`config.mk`:
```
export PLATFORM = sky130hd
export DESIGN_NAME = alu_input_sequencer
export DESIGN_NICKNAME = d
export VERILOG_FILES = /design/src/rtl/alu_pkg.sv /design/src/rtl/alu_btn_cond.sv /design/src/rtl/alu_input_sequencer.sv
export SDC_FILE = /design/constraint.sdc
export NUM_CORES = 1
export LEC_CHECK = 0
export CAP_MARGIN = 5
export CORE_MARGIN = 2
export CORE_UTILIZATION = 45
export DETAILED_ROUTE_END_ITERATION = 10
export DONT_BUFFER_PORTS = 1
export REMOVE_ABC_BUFFERS = 1
export SETUP_SLACK_MARGIN = 0.15
export SLEW_MARGIN = 15
export SYNTH_ARGS = -nofsm -noshare
export SYNTH_HDL_FRONTEND = slang
export SYNTH_SLANG_ARGS = --single-unit
export TNS_END_PERCENT = 30
```
`constraint.sdc`:
```
create_clock -name clk -period 4.99 [get_ports clk]
set_input_delay 0.998 -clock clk [delete_from_list [all_inputs] [get_ports clk]]
set_output_delay 0.998 -clock clk [all_outputs]
set_load 0.05 [all_outputs]
```
`src/rtl/alu_pkg.sv`:
```
`default_nettype none
// ============================================================================
//  Module      : alu_pkg
//  Description : Shared definitions for the ALU input sequencer. Holds the
//                3-bit ALU opcode constants, the sequencer state enumeration
//                and the state-to-LED decode helper.
//  Revision    : 1.0 - initial release
// ============================================================================
package alu_pkg;

    // ALU function codes (3 bits). Codes 5-7 are undefined and pass through.
    localparam logic [2:0] c_OP_ADD = 3'd0;
    localparam logic [2:0] c_OP_SUB = 3'd1;
    localparam logic [2:0] c_OP_AND = 3'd2;
    localparam logic [2:0] c_OP_OR  = 3'd3;
    localparam logic [2:0] c_OP_XOR = 3'd4;

    // Sequencer states
    typedef enum logic [2:0] {
        ST_LOAD_A = 3'd0,
        ST_LOAD_B = 3'd1,
        ST_LOAD_F = 3'd2,
        ST_EXEC   = 3'd3,
        ST_SHOW   = 3'd4
    } state_t;

    // One-hot stage indicator. EXEC lasts a single cycle and is shown as SHOW.
    function automatic logic [3:0] stage_led(input state_t s);
        logic [3:0] v;
        v = 4'b0001;
        case (s)
            ST_LOAD_A: v = 4'b0001;
            ST_LOAD_B: v = 4'b0010;
            ST_LOAD_F: v = 4'b0100;
            ST_EXEC,
            ST_SHOW:   v = 4'b1000;
            default:   v = 4'b0001;
        endcase
        return v;
    endfunction

endpackage
`default_nettype wire

```
`src/rtl/alu_btn_cond.sv`:
```
`default_nettype none
// ============================================================================
//  Module      : alu_btn_cond
//  Description : Conditions one raw asynchronous push-button into a single
//                clk-cycle pulse on its rising edge: 2-flop synchronizer,
//                optional debounce, then edge detect.
//                Optional feature macro: ALU_SEQ_DEBOUNCE_EN
//                  defined   -> level accepted after DB_CYCLES stable cycles
//                  undefined -> edge detect acts on the synchronized level
//  Ports       : clk     - system clock
//                rst_n   - asynchronous active-low reset
//                i_btn   - raw button, active-high, asynchronous
//                o_pulse - one-cycle pulse per press
//  Revision    : 1.0 - initial release
// ============================================================================
module alu_btn_cond #(
    parameter int DB_CYCLES = 50000
) (
    input  logic clk,
    input  logic rst_n,
    input  logic i_btn,
    output logic o_pulse
);

    // The debounce window must be at least one cycle.
    generate
        if (DB_CYCLES < 1) begin : g_db_cycles_invalid
            $error("alu_btn_cond: DB_CYCLES must be >= 1");
        end
    endgenerate

    logic [1:0] r_sync;
    logic       r_prev;
    logic       w_level;

    always_ff @(posedge clk or negedge rst_n) begin
        if (!rst_n) begin
            r_sync <= 2'b00;
        end else begin
            r_sync <= {r_sync[0], i_btn};
        end
    end

`ifdef ALU_SEQ_DEBOUNCE_EN
    localparam int c_CNT_W = (DB_CYCLES > 1) ? $clog2(DB_CYCLES) : 1;

    logic               r_db_level;
    logic [c_CNT_W-1:0] r_db_cnt;

    // The counter runs only while the synchronized input differs from the
    // accepted level; any return to the accepted level restarts the window.
    always_ff @(posedge clk or negedge rst_n) begin
        if (!rst_n) begin
            r_db_level <= 1'b0;
            r_db_cnt   <= '0;
        end else if (r_sync[1] == r_db_level) begin
            r_db_cnt   <= '0;
        end else if (r_db_cnt == c_CNT_W'(DB_CYCLES - 1)) begin
            r_db_level <= r_sync[1];
            r_db_cnt   <= '0;
        end else begin
            r_db_cnt   <= r_db_cnt + 1'b1;
        end
    end

    assign w_level = r_db_level;
`else
    assign w_level = r_sync[1];
`endif

    always_ff @(posedge clk or negedge rst_n) begin
        if (!rst_n) begin
            r_prev <= 1'b0;
        end else begin
            r_prev <= w_level;
        end
    end

    assign o_pulse = w_level & ~r_prev;

endmodule
`default_nettype wire

```
`src/rtl/alu_input_sequencer.sv`:
```
`default_nettype none
// ============================================================================
//  Module      : alu_input_sequencer
//  Description : Collects operand A, operand B and a function code from the
//                switches on successive "advance" presses, lets the external
//                ALU compute for one cycle, then latches and shows the result.
//                "Clear" returns to LOAD_A and zeroes all registers.
//                Optional feature macro: ALU_SEQ_DEBOUNCE_EN (button debounce)
//  Ports       : clk, rst_n         - clock, async active-low reset
//                sw[3:0]            - operand / opcode switches
//                btn_next, btn_clr  - raw advance / clear buttons
//                alu_result[3:0]    - combinational result from the ALU
//                a, b[3:0], op[2:0] - registered ALU inputs
//                result_q[3:0]      - latched ALU result
//                result_valid       - result_q holds a fresh result
//                led_stage[3:0]     - one-hot stage indicator
//  Revision    : 1.0 - initial release
// ============================================================================
module alu_input_sequencer
    import alu_pkg::*;
#(
    parameter int DB_CYCLES = 50000
) (
    input  logic       clk,
    input  logic       rst_n,
    input  logic [3:0] sw,
    input  logic       btn_next,
    input  logic       btn_clr,
    input  logic [3:0] alu_result,
    output logic [3:0] a,
    output logic [3:0] b,
    output logic [2:0] op,
    output logic [3:0] result_q,
    output logic       result_valid,
    output logic [3:0] led_stage
);

    logic   w_adv;
    logic   w_clr;
    state_t r_state;
    state_t w_state_next;

    logic [3:0] r_a;
    logic [3:0] r_b;
    logic [2:0] r_op;
    logic [3:0] r_result;
    logic       r_valid;
    logic [3:0] r_led;

    alu_btn_cond #(.DB_CYCLES(DB_CYCLES)) u_btn_next (
        .clk     (clk),
        .rst_n   (rst_n),
        .i_btn   (btn_next),
        .o_pulse (w_adv)
    );

    alu_btn_cond #(.DB_CYCLES(DB_CYCLES)) u_btn_clr (
        .clk     (clk),
        .rst_n   (rst_n),
        .i_btn   (btn_clr),
        .o_pulse (w_clr)
    );

    always_ff @(posedge clk or negedge rst_n) begin
        if (!rst_n) begin
            r_state <= ST_LOAD_A;
        end else begin
            r_state <= w_state_next;
        end
    end

    // Clear wins over advance; EXEC ignores advance and always moves on.
    always_comb begin
        w_state_next = r_state;
        if (w_clr) begin
            w_state_next = ST_LOAD_A;
        end else begin
            case (r_state)
                ST_LOAD_A: if (w_adv) w_state_next = ST_LOAD_B;
                ST_LOAD_B: if (w_adv) w_state_next = ST_LOAD_F;
                ST_LOAD_F: if (w_adv) w_state_next = ST_EXEC;
                ST_EXEC:              w_state_next = ST_SHOW;
                ST_SHOW:   if (w_adv) w_state_next = ST_LOAD_A;
                default:              w_state_next = ST_LOAD_A;
            endcase
        end
    end

    // Datapath registers. a/b/op only change in the LOAD states, so they are
    // stable throughout EXEC while the ALU computes.
    always_ff @(posedge clk or negedge rst_n) begin
        if (!rst_n) begin
            r_a      <= 4'd0;
            r_b      <= 4'd0;
            r_op     <= 3'd0;
            r_result <= 4'd0;
            r_valid  <= 1'b0;
            r_led    <= stage_led(ST_LOAD_A);
        end else begin
            r_led <= stage_led(w_state_next);
            if (w_clr) begin
                r_a      <= 4'd0;
                r_b      <= 4'd0;
                r_op     <= 3'd0;
                r_result <= 4'd0;
                r_valid  <= 1'b0;
            end else begin
                case (r_state)
                    ST_LOAD_A: if (w_adv) r_a  <= sw;
                    ST_LOAD_B: if (w_adv) r_b  <= sw;
                    ST_LOAD_F: if (w_adv) r_op <= sw[2:0];
                    ST_EXEC: begin
                        r_result <= alu_result;
                        r_valid  <= 1'b1;
                    end
                    ST_SHOW:   if (w_adv) r_valid <= 1'b0;
                    default: ;
                endcase
            end
        end
    end

    assign a            = r_a;
    assign b            = r_b;
    assign op           = r_op;
    assign result_q     = r_result;
    assign result_valid = r_valid;
    assign led_stage    = r_led;

endmodule
`default_nettype wire

```
### Yosys cells after proc, flatten, opt, wreduce, memory -nomap -nowiden

Cells that the tools add are included.
W data, S select, Z words.

| storage, ports and cells | value |
|---|---|
| word-level logic and storage cells | 56 |
| input port bits | 12 |
| flip-flop bits (word level) | 29 |
| output and inout bits | 20 |

| operators by class | value |
|---|---|
| mux-type cells | 20 |
| bitwise operators | 4 |
| reduce and logical (&&, ||, !) cells | 12 |
| equal/unequal tests | 9 |

Operators with widths:

| cell | count |
|---|---|
| $mux W4 | 7 |
| $mux W3 | 8 |
| $pmux W3 S5 | 1 |
| $eq A3 B2 Y1 const B | 4 |
| $pmux W4 S3 | 1 |
| $reduce_bool A2 Y1 | 5 |
| $reduce_and A2 Y1 | 4 |
| $eq A3 B1 Y1 const B | 2 |
| $eq A3 B3 Y1 const B | 2 |
| $logic_not A3 Y1 | 1 |
| $ne A3 B1 Y1 const B | 1 |
| $reduce_bool A3 Y1 | 1 |
| $and A1 B1 Y1 | 2 |
| $mux W1 | 2 |
| $not A1 Y1 | 2 |
| $pmux W1 S2 | 1 |
| $reduce_or A2 Y1 | 1 |

### Depth between registers and ports, before layout

Gate-level depths: netlist of run 1.

| depth | value |
|---|---|
| depth after elaboration | 8 |
| gate-level depth with buffers | 5 |
| depth with buffers taken out | 3 |

### Modules after synthesis

A second synthesis of run 1 with hierarchy kept.

| unflattened totals | value |
|---|---|
| cell total of the unflattened synthesis | 87 |
| area total of the unflattened synthesis | 1184.9 um^2 |

By module, submodules not included:

| module | cells an instance | sequential area each (um^2) | area an instance (um^2) | times used |
|---|---|---|---|---|
| alu_input_sequencer | 79 | 576.8 | 1007.2 | 1 |
| alu_btn_cond | 4 | 75.1 | 88.8 | 2 |

### Worst setup path after synthesis of run 1

OpenSTA, ideal clock, no wires.

| path | value |
|---|---|
| path kind | register to output |
| start point | register r_led[0] (netlist: led_stage[0]) |
| end point | output led_stage[0] |
| path buffers | 0 |
| arrival | 656 ps |
| stages on the path, launching flop included | 1 |
| required time | 3992 ps |
| path slack | 3336 ps |
| cells stage by stage | dfstp_2 |

RTL lines:

| element | RTL line | text |
|---|---|---|
| start, declared | alu_input_sequencer.sv:48 | `logic [3:0] r_led;` |
| start signal, assigned | alu_input_sequencer.sv:98 | `r_led <= stage_led(ST_LOAD_A);` |
| start signal, assigned | alu_input_sequencer.sv:100 | `r_led <= stage_led(w_state_next);` |
| end, declared | alu_input_sequencer.sv:35 | `output logic [3:0] led_stage` |

No word-level cell between the ends.

### Worst setup path in the final report of run 1

| path | value |
|---|---|
| start point | register r_led[0] (netlist: led_stage[0]) |
| end point | output led_stage[0] |

No word-level cell between the ends.

==> impl_metrics.ini, run 1 <==
[hold_path]
hp-start = u_btn_next.r_sync[0]$_DFF_PN0_
min_to = u_btn_next.r_sync[1]$_DFF_PN0_
hold_class = reg -> reg
min_path_cells = 0

[global_routing]
grt_pass1_wl_mm = 3.22
use_met2_pct = 22.4
grt_pass1_vias = 678
track_usage_pct = 16.1
grtUsageMet1_pct = 21.0
antenna_found_initial = 0
grt-busiest-layer = met2
grt_overflow_total = 0
use_met3_pct = 8.06
grt_max_degree = 30

[critical_path]
ff2ff_path_depth = 3
critPathArrivalTime_ns = 1.01
worst-path-max-fanout = 1
cp_data_required_time_ns = 3.99
rr_startpoint = r_state[0]$_DFF_PN0_
r2r_slack_ns = 3.36
crit_type = reg -> out
end_kind = output port
critPathLaunchType = register
rr_endpoint = op[1]$_DFFE_PN0P_

[logic_synthesis]
synth_edf_count = 0
synth_compound_area_share_pct = 5.04
async_reset_ff_share_pct = 100
syn_inst = 99
synth_top_family_by_area = simple AND/OR/NAND/NOR gates
ys_ff_latch = 29
ys_seq_area_share_pct = 62.3
synthXorXnorAreaFrac_pct = 0
avgSynthCellArea_um2 = 11.8
synth_area_um2 = 1170
synth-simple-area-share_pct = 15.8
muxShareOfSynthArea_pct = 13.8
yosys.area_share.adder_pct = 0
netlist_top_cells_area = dfrtp_1, mux2i_1, nand2_1, dfstp_2, a21oi_1
ys.flop_type = dfrtp_1
yosysTopAreaCell = dfrtp_1
synth_top_area_share_pct = 60.1
synth.most_common_cell = dfrtp_1
ys_warn_count = 0
synth_common_cells = dfrtp_1, nand2_1, mux2i_1
ys_types = 24

[flow_run]
max_cap_violations = 0

[placed_design]
io_buffers = 0
dpl_cell_area_um2 = 1170
dp_hpwl_mm = 1.31
gp_congestion = 0.866

[pwr]
vdd_drop_max_mv = 0.261
power_w = 0.000539
powerDensity_nw_per_um2 = 434
p_leak_nw = 0.635

[finish]
stdcell_area_um2 = 1240
final_core_util_pct = 50.2
diodes = 0
area_growth_pct = 6.54
fin_nets = 112
drive_gt1_share_pct = 11.9

[floorplan]
pin_count = 32
die_h_um = 54.9
floorplan.initialDensity_pct = 47.1
fp.dieW_um = 54.9
die_area_um2 = 3010
rows = 18
core-area_um2 = 2480

[sta]
clock.fmax_ghz = 0.498
rsz0062_at_grt = no
fin_tns_setup_ns = 0
fin_crit_sh_pct = 40.3
drv_slew = 0
worst_slew_pin_slew_ns = 0.653
finalCriticalPeriod_ns = 2.01
setup_viol = 0
hold-worst-slack_ns = 0.350
maxSlewHeadroom_pct = 56.5
finalHoldViolCount = 0
fin_skew_ns = 0.00669

[outcome]
status = completed

[cts]
clock_latency_ns = 0.32
cts_max_path_buffers = 2
clockRootBuffer = clkbuf_4
clock_sinks = 29
ctsHoldBuffers = 0
cts_tree = done
cts_resized = 0
htreeDepth = 2
post_cts_buffers = 0
path_clk_slew_ns = 0.09
numCtsBuffers = 5

[detailed_routing]
drt_iter0_drc = 7
wirelength_mm = 1.91
avgRoutedWirePerCell_um = 14.6
vias = 701
vias_per_cell = 5.35
drc_errors = 0
firstDrtPassIters = 4
ant_nets = 0
## sequential cells by signal, summed over array words and instances, names as in the netlist
| signal | count |
|---|---|
| a | 4 |
| b | 4 |
| led_stage | 4 |
| op | 3 |
| r_state | 3 |
| result_q | 4 |
| result_valid | 1 |
| u_btn_clr.r_prev | 1 |
| u_btn_clr.r_sync | 2 |
| u_btn_next.r_prev | 1 |
| u_btn_next.r_sync | 2 |
## worst max-delay path by stage
stage / start / depth (start not counted) / end / slack, ns
global placement: led_stage[0]$_DFF_PN1_ / 0 / led_stage[0] / 3.34
global route: led_stage[0]$_DFF_PN1_ / 0 / led_stage[0] / 2.94
finish: led_stage[0]$_DFF_PN1_ / 0 / led_stage[0] / 2.98
floorplan: led_stage[0]$_DFF_PN1_ / 0 / led_stage[0] / 3.34
CTS: led_stage[0]$_DFF_PN1_ / 0 / led_stage[0] / 2.96
detailed placement: led_stage[0]$_DFF_PN1_ / 0 / led_stage[0] / 3.33
## cell usage in the layout, fill, tap and decap left out, types with 2 or more instances in the layout
cell and n:
nand2b_1 3, o22ai_1 2, o21ai_0 2, clkbuf_8 2, mux2i_1 15, nand2_1 20
nor2b_1 3, clkbuf_4 5, dfrtp_1 28, a21oi_1 4, nor2_1 4
## power by group
group / internal, W / switching [W] / leakage, nW
Sequential: 0.000258 / 0.0000791 / 0.380
Clock: 0.0000815 / 0.0000787 / 0.0413
Combinational: 0.0000196 / 0.0000226 / 0.213
Total: 0.000359 / 0.000180 / 0.635
## metrics by stage
stage          std cells  setup WS [ns]
5_1_grt              131           2.94
2_1_floorplan         93           3.34
3_5_place_dp         123           3.33
6_report             131           2.98
4_1_cts              131           2.96
3_3_place_gp         123           3.34
## cell type report
class | count | area [um2]
clock buffers | 7 | 65.1
flip-flops and latches | 29 | 727
inverters | 1 | 3.75
multi-input cells | 63 | 404
fillers | 231 | 1230
well taps | 30 | 37.5
clock inverters | 1 | 5.00
## per-layer routing
metal | part of all wire [%] | vias up
li1 | - | 341
met1 | 47 | 336
met2 | 45 | 19
met3 | 6.1 | 5
met4 | 1.8 | 0
met5 | 0 | -
## worst register-to-register path, delay by kind of cell, from the launching register on
kind	cells	cell delay, ns
flip-flops	1	0.45
multiplexers	1	0.15
AND/OR/NAND/NOR	2	0.93
## cells by family after synthesis
family | after synthesis
flip-flops | 29
buffers and inverters | 7
AND/OR/NAND/NOR | 37
multiplexers | 16
AO/OA/AOI/OAI | 10
No activity file was read; power rests on OpenSTA's default activity.
==> run 2, diff against run 1 <==
clock period = 2 ns   (was 4.99 ns; I/O delays follow)
==> impl_metrics.ini, run 2 (synthesized netlist as in run 1, its figures left out) <==
[cts]
clock_sinks = 29
path_clk_slew_ns = 0.08
cts_resized = 0
ctsHoldBuffers = 2
htreeDepth = 2
cts_tree = done
clock_latency_ns = 0.32
post_cts_buffers = 0
numCtsBuffers = 5
clockRootBuffer = clkbuf_4
cts_max_path_buffers = 2

[detailed_routing]
drt_iter0_drc = 16
avgRoutedWirePerCell_um = 14.4
drc_errors = 0
wirelength_mm = 1.93
vias = 726
firstDrtPassIters = 4
ant_nets = 0
vias_per_cell = 5.42

[finish]
fin_nets = 115
layout_commonest_cell = dfrtp_1
area_growth_pct = 9.76
fin_cells = 134
diodes = 0
drive_gt1_share_pct = 13.5
final_core_util_pct = 51.7
final_cell_mix = dfrtp_1, nand2_1, mux2i_1, clkbuf_4

[sta]
drv_slew = 0
clock.fmax_ghz = 0.615
fin_crit_sh_pct = 81.4
fin_tns_setup_ns = 0
setup_viol = 0
maxSlewHeadroom_pct = 66.1
finalCriticalPeriod_ns = 1.63
fin_skew_ns = 0.0109
rsz0062_at_grt = no
worst_slew_pin_slew_ns = 0.508
finalHoldViolCount = 0
hold-worst-slack_ns = 0.109

[global_routing]
antenna_found_initial = 0
grt_pass1_wl_mm = 3.11
track_usage_pct = 15.6
grt_max_degree = 30
grt_overflow_total = 0
grt_pass1_vias = 693

[hold_path]
min_path_cells = 0
hold_class = in -> reg

[pwr]
power_w = 0.00136
p_leak_nw = 0.653
vdd_drop_max_mv = 0.573
powerDensity_nw_per_um2 = 1060

[floorplan]
rows = 18
die_area_um2 = 3010
fp.dieW_um = 54.9
core-area_um2 = 2480
pin_count = 32
die_h_um = 54.9
floorplan.initialDensity_pct = 47.1

[critical_path]
critPathLaunchType = register
critPathArrivalTime_ns = 1.83
worst-path-max-fanout = 8
crit_type = reg -> reg
end_kind = register
cp_data_required_time_ns = 2.21
ff2ff_path_depth = 3

[flow_run]
max_cap_violations = 0

[placed_design]
dp.cells = 124
gp_congestion = 0.811
io_buffers = 0
dp_hpwl_mm = 1.30

[outcome]
status = completed
[run 2: per-stage QoR]
stage	worst slack (ns)	cell area, um2
CTS	0.373	1280
global route	0.319	1280
global placement	0.413	1180
finish	0.373	1280
detailed placement	0.379	1180
floorplan	0.457	1130
[run 2: worst paths after layout]
check	start	endpoint	slack (ns)
max	r_state[0]$_DFF_PN0_	op[0]$_DFFE_PN0P_	0.37
max in group asynchronous	rst_n	led_stage[0]$_DFF_PN1_	1.27
max reg2reg	r_state[0]$_DFF_PN0_	op[0]$_DFFE_PN0P_	0.37
min in group asynchronous	rst_n	a[0]$_DFFE_PN0P_	0.51
min reg2reg	u_btn_clr.r_sync[0]$_DFF_PN0_	u_btn_clr.r_sync[1]$_DFF_PN0_	0.35
min	btn_next	u_btn_next.r_sync[0]$_DFF_PN0_	0.11
[run 2: final cells by class]
class                   instances  area [um2]
clock buffers                   7        65.1
well taps                      30        37.5
clock inverters                 1        5.00
flip-flops and latches         29         727
multi-input cells              63         404
repair buffers                  3        37.5
inverters                       1        3.75
fillers                       231        1200
[run 2: report_power, final]
part,switching [W],internal (W)
combinational,0.0000683,0.0000557
clock,0.000192,0.000203
sequential,0.000198,0.000643
total,0.000459,0.000902
[run 2: critical path, stage by stage, from the launching register on]
cell	delay (ns)
dfrtp_1	0.45
or3b_4	0.45
or3b_1	0.47
mux2i_1	0.15
[run 2: metal layers]
metal	GRT usage [%]	up-vias	part of all wire [%]	wire [um]
li1	-	343	-	-
met1	19.6	352	44	851
met2	21.6	23	47	912
met3	6.45	8	5.7	110
met4	11.0	0	2.8	54
met5	0	-	0	0
